==> src/rtl/frame_buf_pkg.sv <==
// frame_buf_pkg: shared definitions for the frame buffer write side.
//   wr_state_t          - write FSM state encoding
//   ASSERT_L/DEASSERT_L - levels for the memory's active-low strobes
package frame_buf_pkg;

    typedef enum logic [1:0] {
        ST_IDLE = 2'h0,
        ST_HOLD = 2'h1,
        ST_GAP  = 2'h2
    } wr_state_t;

    localparam logic ASSERT_L   = 1'b0;
    localparam logic DEASSERT_L = 1'b1;

endpackage

==> src/rtl/pix_fifo.sv <==
// pix_fifo: synchronous FIFO, registered occupancy count, no bypass.
//   pll0_pll_clk_clk, reset - clock, synchronous active-high reset
//   push, din               - write side (ignored when full)
//   pop, dout               - read side; dout shows the head combinationally
//   full, empty             - occupancy flags
module pix_fifo #(
    parameter int WIDTH = 33,
    parameter int DEPTH = 4
) (
    input  logic             pll0_pll_clk_clk,
    input  logic             reset,
    input  logic             push,
    input  logic             pop,
    input  logic [WIDTH-1:0] din,
    output logic [WIDTH-1:0] dout,
    output logic             full,
    output logic             empty
);

    localparam int PW = $clog2(DEPTH);

    logic [WIDTH-1:0] mem [DEPTH];
    logic [PW-1:0]    wr_ptr;
    logic [PW-1:0]    rd_ptr;
    logic [PW:0]      count;
    logic             do_push;
    logic             do_pop;

    assign do_push = push && !full;
    assign do_pop  = pop && !empty;
    assign full    = (count == (PW+1)'(DEPTH));
    assign empty   = (count == '0);
    assign dout    = mem[rd_ptr];

    always_ff @(posedge pll0_pll_clk_clk) begin
        if (do_push) begin
            mem[wr_ptr] <= din;
        end
    end

    always_ff @(posedge pll0_pll_clk_clk) begin
        if (reset) begin
            wr_ptr <= '0;
            rd_ptr <= '0;
            count  <= '0;
        end else begin
            if (do_push) begin
                wr_ptr <= wr_ptr + 1'b1;
            end
            if (do_pop) begin
                rd_ptr <= rd_ptr + 1'b1;
            end
            case ({do_push, do_pop})
                2'b10:   count <= count + 1'b1;
                2'b01:   count <= count - 1'b1;
                default: count <= count;
            endcase
        end
    end

endmodule

==> src/rtl/frame_buf_wr_ctrl.sv <==
// frame_buf_wr_ctrl: buffers a pixel stream and writes it to the frame
// buffer memory at sequential, wrapping addresses, holding each write for
// WR_HOLD cycles followed by a one-cycle gap.
//   pll0_pll_clk_clk, reset     - clock, synchronous active-high reset
//   pix_data/pix_sof/pix_valid  - pixel stream in; pix_ready = FIFO not full
//   rd_en                       - memory read strobe (active-low), monitored
//   wr_addr/wr_data/wr_en       - memory write port (wr_en active-low)
//   frame_done                  - pulse in the gap after the last frame pixel
module frame_buf_wr_ctrl
    import frame_buf_pkg::*;
#(
    parameter int DATA_WIDTH   = 32,
    parameter int ADDR_WIDTH   = 29,
    parameter int ADDR_BASE    = 1,
    parameter int FRAME_PIXELS = 307200,
    parameter int FIFO_DEPTH   = 4,
    parameter int WR_HOLD      = 3
) (
    input  logic                  pll0_pll_clk_clk,
    input  logic                  reset,
    input  logic [DATA_WIDTH-1:0] pix_data,
    input  logic                  pix_sof,
    input  logic                  pix_valid,
    output logic                  pix_ready,
    input  logic                  rd_en,
    output logic [ADDR_WIDTH-1:0] wr_addr,
    output logic [DATA_WIDTH-1:0] wr_data,
    output logic                  wr_en,
    output logic                  frame_done
);

    localparam int FW = DATA_WIDTH + 1;
    localparam int CW = $clog2(WR_HOLD + 1);
    localparam logic [ADDR_WIDTH-1:0] BASE_ADDR = ADDR_WIDTH'(ADDR_BASE);
    localparam logic [ADDR_WIDTH-1:0] LAST_ADDR =
        ADDR_WIDTH'(64'(ADDR_BASE) + 64'(FRAME_PIXELS) - 64'd1);

    wr_state_t             state, state_next;
    logic [CW-1:0]         hold_cnt, hold_cnt_next;
    logic [ADDR_WIDTH-1:0] addr_cnt, addr_cnt_next;
    logic                  retry_valid, retry_next;
    logic [ADDR_WIDTH-1:0] wr_addr_next;
    logic [DATA_WIDTH-1:0] wr_data_next;
    logic                  wr_en_next;
    logic                  frame_done_next;

    logic                  fifo_push;
    logic                  fifo_pop;
    logic                  fifo_full;
    logic                  fifo_empty;
    logic [FW-1:0]         fifo_dout;

    assign pix_ready = !fifo_full;
    assign fifo_push = pix_valid && pix_ready;

    pix_fifo #(
        .WIDTH (FW),
        .DEPTH (FIFO_DEPTH)
    ) u_fifo (
        .pll0_pll_clk_clk (pll0_pll_clk_clk),
        .reset            (reset),
        .push             (fifo_push),
        .pop              (fifo_pop),
        .din              ({pix_sof, pix_data}),
        .dout             (fifo_dout),
        .full             (fifo_full),
        .empty            (fifo_empty)
    );

    always_comb begin
        state_next      = state;
        hold_cnt_next   = hold_cnt;
        addr_cnt_next   = addr_cnt;
        retry_next      = retry_valid;
        wr_addr_next    = wr_addr;
        wr_data_next    = wr_data;
        wr_en_next      = wr_en;
        frame_done_next = 1'b0;
        fifo_pop        = 1'b0;

        case (state)
            ST_IDLE: begin
                if (rd_en == DEASSERT_L) begin
                    // An interrupted write still sits in wr_addr/wr_data,
                    // so a retry only needs to re-assert the strobe.
                    if (retry_valid) begin
                        retry_next    = 1'b0;
                        wr_en_next    = ASSERT_L;
                        hold_cnt_next = CW'(1);
                        state_next    = ST_HOLD;
                    end else if (!fifo_empty) begin
                        fifo_pop      = 1'b1;
                        wr_data_next  = fifo_dout[DATA_WIDTH-1:0];
                        wr_addr_next  = fifo_dout[FW-1] ? BASE_ADDR : addr_cnt;
                        wr_en_next    = ASSERT_L;
                        hold_cnt_next = CW'(1);
                        state_next    = ST_HOLD;
                    end
                end
            end
            ST_HOLD: begin
                if (rd_en == ASSERT_L) begin
                    wr_en_next = DEASSERT_L;
                    retry_next = 1'b1;
                    state_next = ST_IDLE;
                end else if (hold_cnt == CW'(WR_HOLD)) begin
                    wr_en_next      = DEASSERT_L;
                    frame_done_next = (wr_addr == LAST_ADDR);
                    state_next      = ST_GAP;
                end else begin
                    hold_cnt_next = hold_cnt + 1'b1;
                end
            end
            ST_GAP: begin
                addr_cnt_next = (wr_addr == LAST_ADDR) ? BASE_ADDR : wr_addr + 1'b1;
                state_next    = ST_IDLE;
            end
            default: begin
                state_next = ST_IDLE;
            end
        endcase
    end

    always_ff @(posedge pll0_pll_clk_clk) begin
        if (reset) begin
            state       <= ST_IDLE;
            hold_cnt    <= '0;
            addr_cnt    <= BASE_ADDR;
            retry_valid <= 1'b0;
            wr_addr     <= '0;
            wr_data     <= '0;
            wr_en       <= DEASSERT_L;
            frame_done  <= 1'b0;
        end else begin
            state       <= state_next;
            hold_cnt    <= hold_cnt_next;
            addr_cnt    <= addr_cnt_next;
            retry_valid <= retry_next;
            wr_addr     <= wr_addr_next;
            wr_data     <= wr_data_next;
            wr_en       <= wr_en_next;
            frame_done  <= frame_done_next;
        end
    end

endmodule

==> config.mk <==
export PLATFORM = sky130hd
export DESIGN_NAME = frame_buf_wr_ctrl
export DESIGN_NICKNAME = d
export VERILOG_FILES = /design/src/rtl/frame_buf_pkg.sv /design/src/rtl/pix_fifo.sv /design/src/rtl/frame_buf_wr_ctrl.sv
export SDC_FILE = /design/constraint.sdc
export NUM_CORES = 1
export LEC_CHECK = 0
export BUFFER_PORTS_ARGS = -buffer_cell sky130_fd_sc_hd__buf_2
export CAP_MARGIN = 20
export CELL_PAD_IN_SITES_DETAIL_PLACEMENT = 1
export CELL_PAD_IN_SITES_GLOBAL_PLACEMENT = 2
export CORE_UTILIZATION = 40
export DETAILED_ROUTE_END_ITERATION = 10
export GPL_ROUTABILITY_DRIVEN = 0
export PLACE_DENSITY = 0.84
export SLEW_MARGIN = 0
export SYNTH_ARGS = -nofsm -noshare
export SYNTH_HDL_FRONTEND = slang
export SYNTH_SLANG_ARGS = --single-unit
==> constraint.sdc <==
create_clock -name pll0_pll_clk_clk -period 3.85 [get_ports pll0_pll_clk_clk]
set_input_delay 0.1925 -clock pll0_pll_clk_clk [delete_from_list [all_inputs] [get_ports pll0_pll_clk_clk]]
set_output_delay 0.1925 -clock pll0_pll_clk_clk [all_outputs]
set_load 0.03 [all_outputs]
==> run metrics <==
status completed; Mapped Cells 734; H-tree Lvls 1; fin crit period 2.58 ns; Total Power 0.00749 W; clk buf depth 3; Hold Path Class input port to flop; Non-Filler Instances 1,167; Synth Net Count 780; async set-reset flop share out of synthesis 0%; WL/cell 20.1 um; Crit-path slowest cell or4_2; post-synthesis cell area 9260 um^2; cts bufs inserted 26; Post-synth EDFFs 132; f_max 388 MHz; Initial Util 40.9%; global-route wire length before repair 37.1 mm; Avg Vias per Cell 5.33; worst path cell trace nand2b_1, or4_2, inv_2, ha_1, inv_1, fa_1, xor2_1, or3_1, a21oi_1; Final Slew Violations 0; worst slew pin tran 0.926 ns; Final Hold Fails 0; FF-to-FF setup slack 1.27 ns; hold slack 0.0529 ns; Max stage delay on crit path 0.58 ns; die height 154 um; grt total ovfl 0; Crit. End Element flop; VDD IR max 0.000512 V; worst skew pair latency 0.55 ns; Total GRT Usage 20.1%; WL final 23.5 mm; dpl cells 1,086; width of the die 154 um; Worst EP required 4.30 ns; CP Launch Type flop; FP Rows 55; number of global-route vias before repair 6,667; Vias 6,221; root buffer cell clkbuf_16; CTS tree yes; Iter 0 DRT Violations 289; largest net degree at the start of global routing 63; RSZ-0062 raised after global routing no; pwr dens 661 nW/um^2; drt first pass iters 4; Clock transition at path regs 0.06 ns; #FFs+latches synth 238; Netlist cell types 46; Setup TNS Final 0 ns; number of port buffers 100; post-route clock period utilization 66.9%; yosys warns 0; clk_skew 0.0286 ns; DRC viols 0; Inserted Diodes 0; Layout area overhead 22.4%; critical path type flop to flop; initial antenna violation count 0; TritonCTS Sinks 238; dpl hpwl 13.4 mm; crit path DAT 3.03 ns; Core Area 22,600 um^2; Post-CTS Resized 0; final setup fails 0; die footprint 23,800 um^2; Max-Cap Viols 0; I/O pins 101; P_leak 3.93 nW; CP max FO 10; relative slew slack 38.1%; register area share after synthesis 65.7%; layout cells sized above 1 23.2%; post-synthesis area per instance 12.6 um^2; Final ANT Viol Nets 0; Post-layout nets 908; prevailing post-synth register cell edfxtp_1
## report_power, final
group	internal [W]	switching [W]	leakage, nW	total [W]
clock network	0.00174	0.00105	0.460	0.00279
logic	0.000548	0.000984	1.39	0.00153
registers	0.00297	0.000195	2.07	0.00317
total	0.00526	0.00222	3.93	0.00749
## kinds of logic after synthesis
logic type | after synthesis | share of synthesized area, %
AND/OR/NAND/NOR | 254 | 12.5
multiplexers | 34 | 8.02
AO/OA/AOI/OAI | 109 | 6.95
XOR/XNOR | 31 | 2.93
buffers and inverters | 59 | 2.53
flip-flops | 238 | 65.7
adder cells (fa/ha/maj) | 9 | 1.30
## timing repair
action	in CTS	in global routing
endpoints found under the hold margin	132	0
hold buffers	33	0
setup buffers	0	0
## cell usage in the layout, fill, tap and decap left out, types with 2 or more instances in the layout
| cell type | netlist | final |
|---|---|---|
| nor3_1 | 10 | 10 |
| a211oi_1 | 11 | 11 |
| nand3_1 | 39 | 39 |
| nand2b_1 | 4 | 4 |
| nor4_1 | 6 | 6 |
| clkinvlp_4 | 0 | 2 |
| buf_4 | 0 | 12 |
| bufinv_16 | 0 | 7 |
| nand4_1 | 8 | 8 |
| or4_1 | 6 | 5 |
| o21ai_0 | 9 | 8 |
| and4_1 | 3 | 3 |
| dfxtp_1 | 106 | 105 |
| edfxtp_1 | 132 | 132 |
| xor2_1 | 10 | 10 |
| a22oi_1 | 3 | 3 |
| clkinv_1 | 0 | 2 |
| xnor2_1 | 21 | 21 |
| o21ai_2 | 10 | 11 |
| dlygate4sd3_1 | 0 | 33 |
| clkinv_2 | 0 | 2 |
| a21oi_1 | 68 | 68 |
| nor2b_1 | 3 | 3 |
| or2_2 | 4 | 4 |
| inv_1 | 13 | 13 |
| and3_1 | 5 | 5 |
| nor2_1 | 37 | 37 |
| clkbuf_1 | 36 | 6 |
| nor4b_1 | 2 | 2 |
| ha_1 | 8 | 8 |
| clkbuf_16 | 0 | 26 |
| nand2_1 | 122 | 122 |
| buf_2 | 4 | 100 |
| mux4_2 | 32 | 32 |
## stage by stage
step | setup slack, ns | area, um^2 | utilization [%]
after floorplan | 0.978 | 9260 | -
after global placement | 1.37 | 10000 | 44.3
after detailed placement | 1.31 | 10000 | 44.3
after CTS | 1.26 | 11300 | 50.0
after global routing | 1.15 | 11300 | 50.0
final | 1.27 | 11300 | 50.0
## per-layer routing
| layer | vias to the layer above | wire (um) | track usage, % |
|---|---|---|---|
| met1 | 3111 | 10100 | 24.9 |
| met2 | 145 | 12000 | 36.6 |
| li1 | 2923 | - | - |
| met3 | 42 | 883 | 3.16 |
| met5 | - | 0 | 0 |
| met4 | 0 | 563 | 5.33 |
## synthesized netlist by cell type (all sizes together) (8+ instances only)
cell type / count / area share, %
nand2: 122 / 4.9
inv: 14 / 0.57
a21oi: 68 / 3.7
clkbuf: 36 / 1.5
nor3: 10 / 0.54
o21ai: 19 / 1.4
dfxtp: 106 / 23
nor2: 37 / 1.5
buf: 9 / 0.50
nand3: 39 / 2.1
nand4: 9 / 0.68
xor2: 10 / 0.95
mux4: 32 / 7.8
ha: 8 / 1.1
edfxtp: 132 / 43
a211oi: 11 / 0.89
xnor2: 21 / 2.0
## final cells by class
cell class	instances	area (um^2)
well taps	285	357
clock inverters	15	282
multi-input cells	437	2940
inverters	14	52.6
clock buffers	33	687
fillers	2347	11300
repair buffers	145	921
flip-flops and latches	238	6090
## registers in the layout, indices dropped and copies added, names as in the netlist, named ones only
signal         flops
addr_cnt          29
frame_done         1
hold_cnt           2
retry_valid        1
state              2
u_fifo.count       3
u_fifo.mem       132
u_fifo.rd_ptr      2
u_fifo.wr_ptr      2
wr_addr           29
wr_data           32
wr_en              1
## final timing paths
kind                              from                      endpoint  depth (start not counted)
max              state[1]$_SDFFE_PP0P_  u_fifo.count[2]$_SDFFE_PP0P_                          9
min                              rd_en         state[1]$_SDFFE_PP0P_                          3
max reg2reg      state[1]$_SDFFE_PP0P_  u_fifo.count[2]$_SDFFE_PP0P_                          9
min reg2reg  addr_cnt[26]$_SDFFE_PP0N_     addr_cnt[26]$_SDFFE_PP0N_                          2
## critical path: cells and delay by family, from the launching register on
family,cells,cell delay [ns]
compound gates,1,0.16
flops,1,0.39
simple gates,3,1.09
xor+xnor,1,0.16
fa+ha+maj,2,0.56
buf+inv,2,0.14
Note: power is estimated with default switching activity, not from simulation.
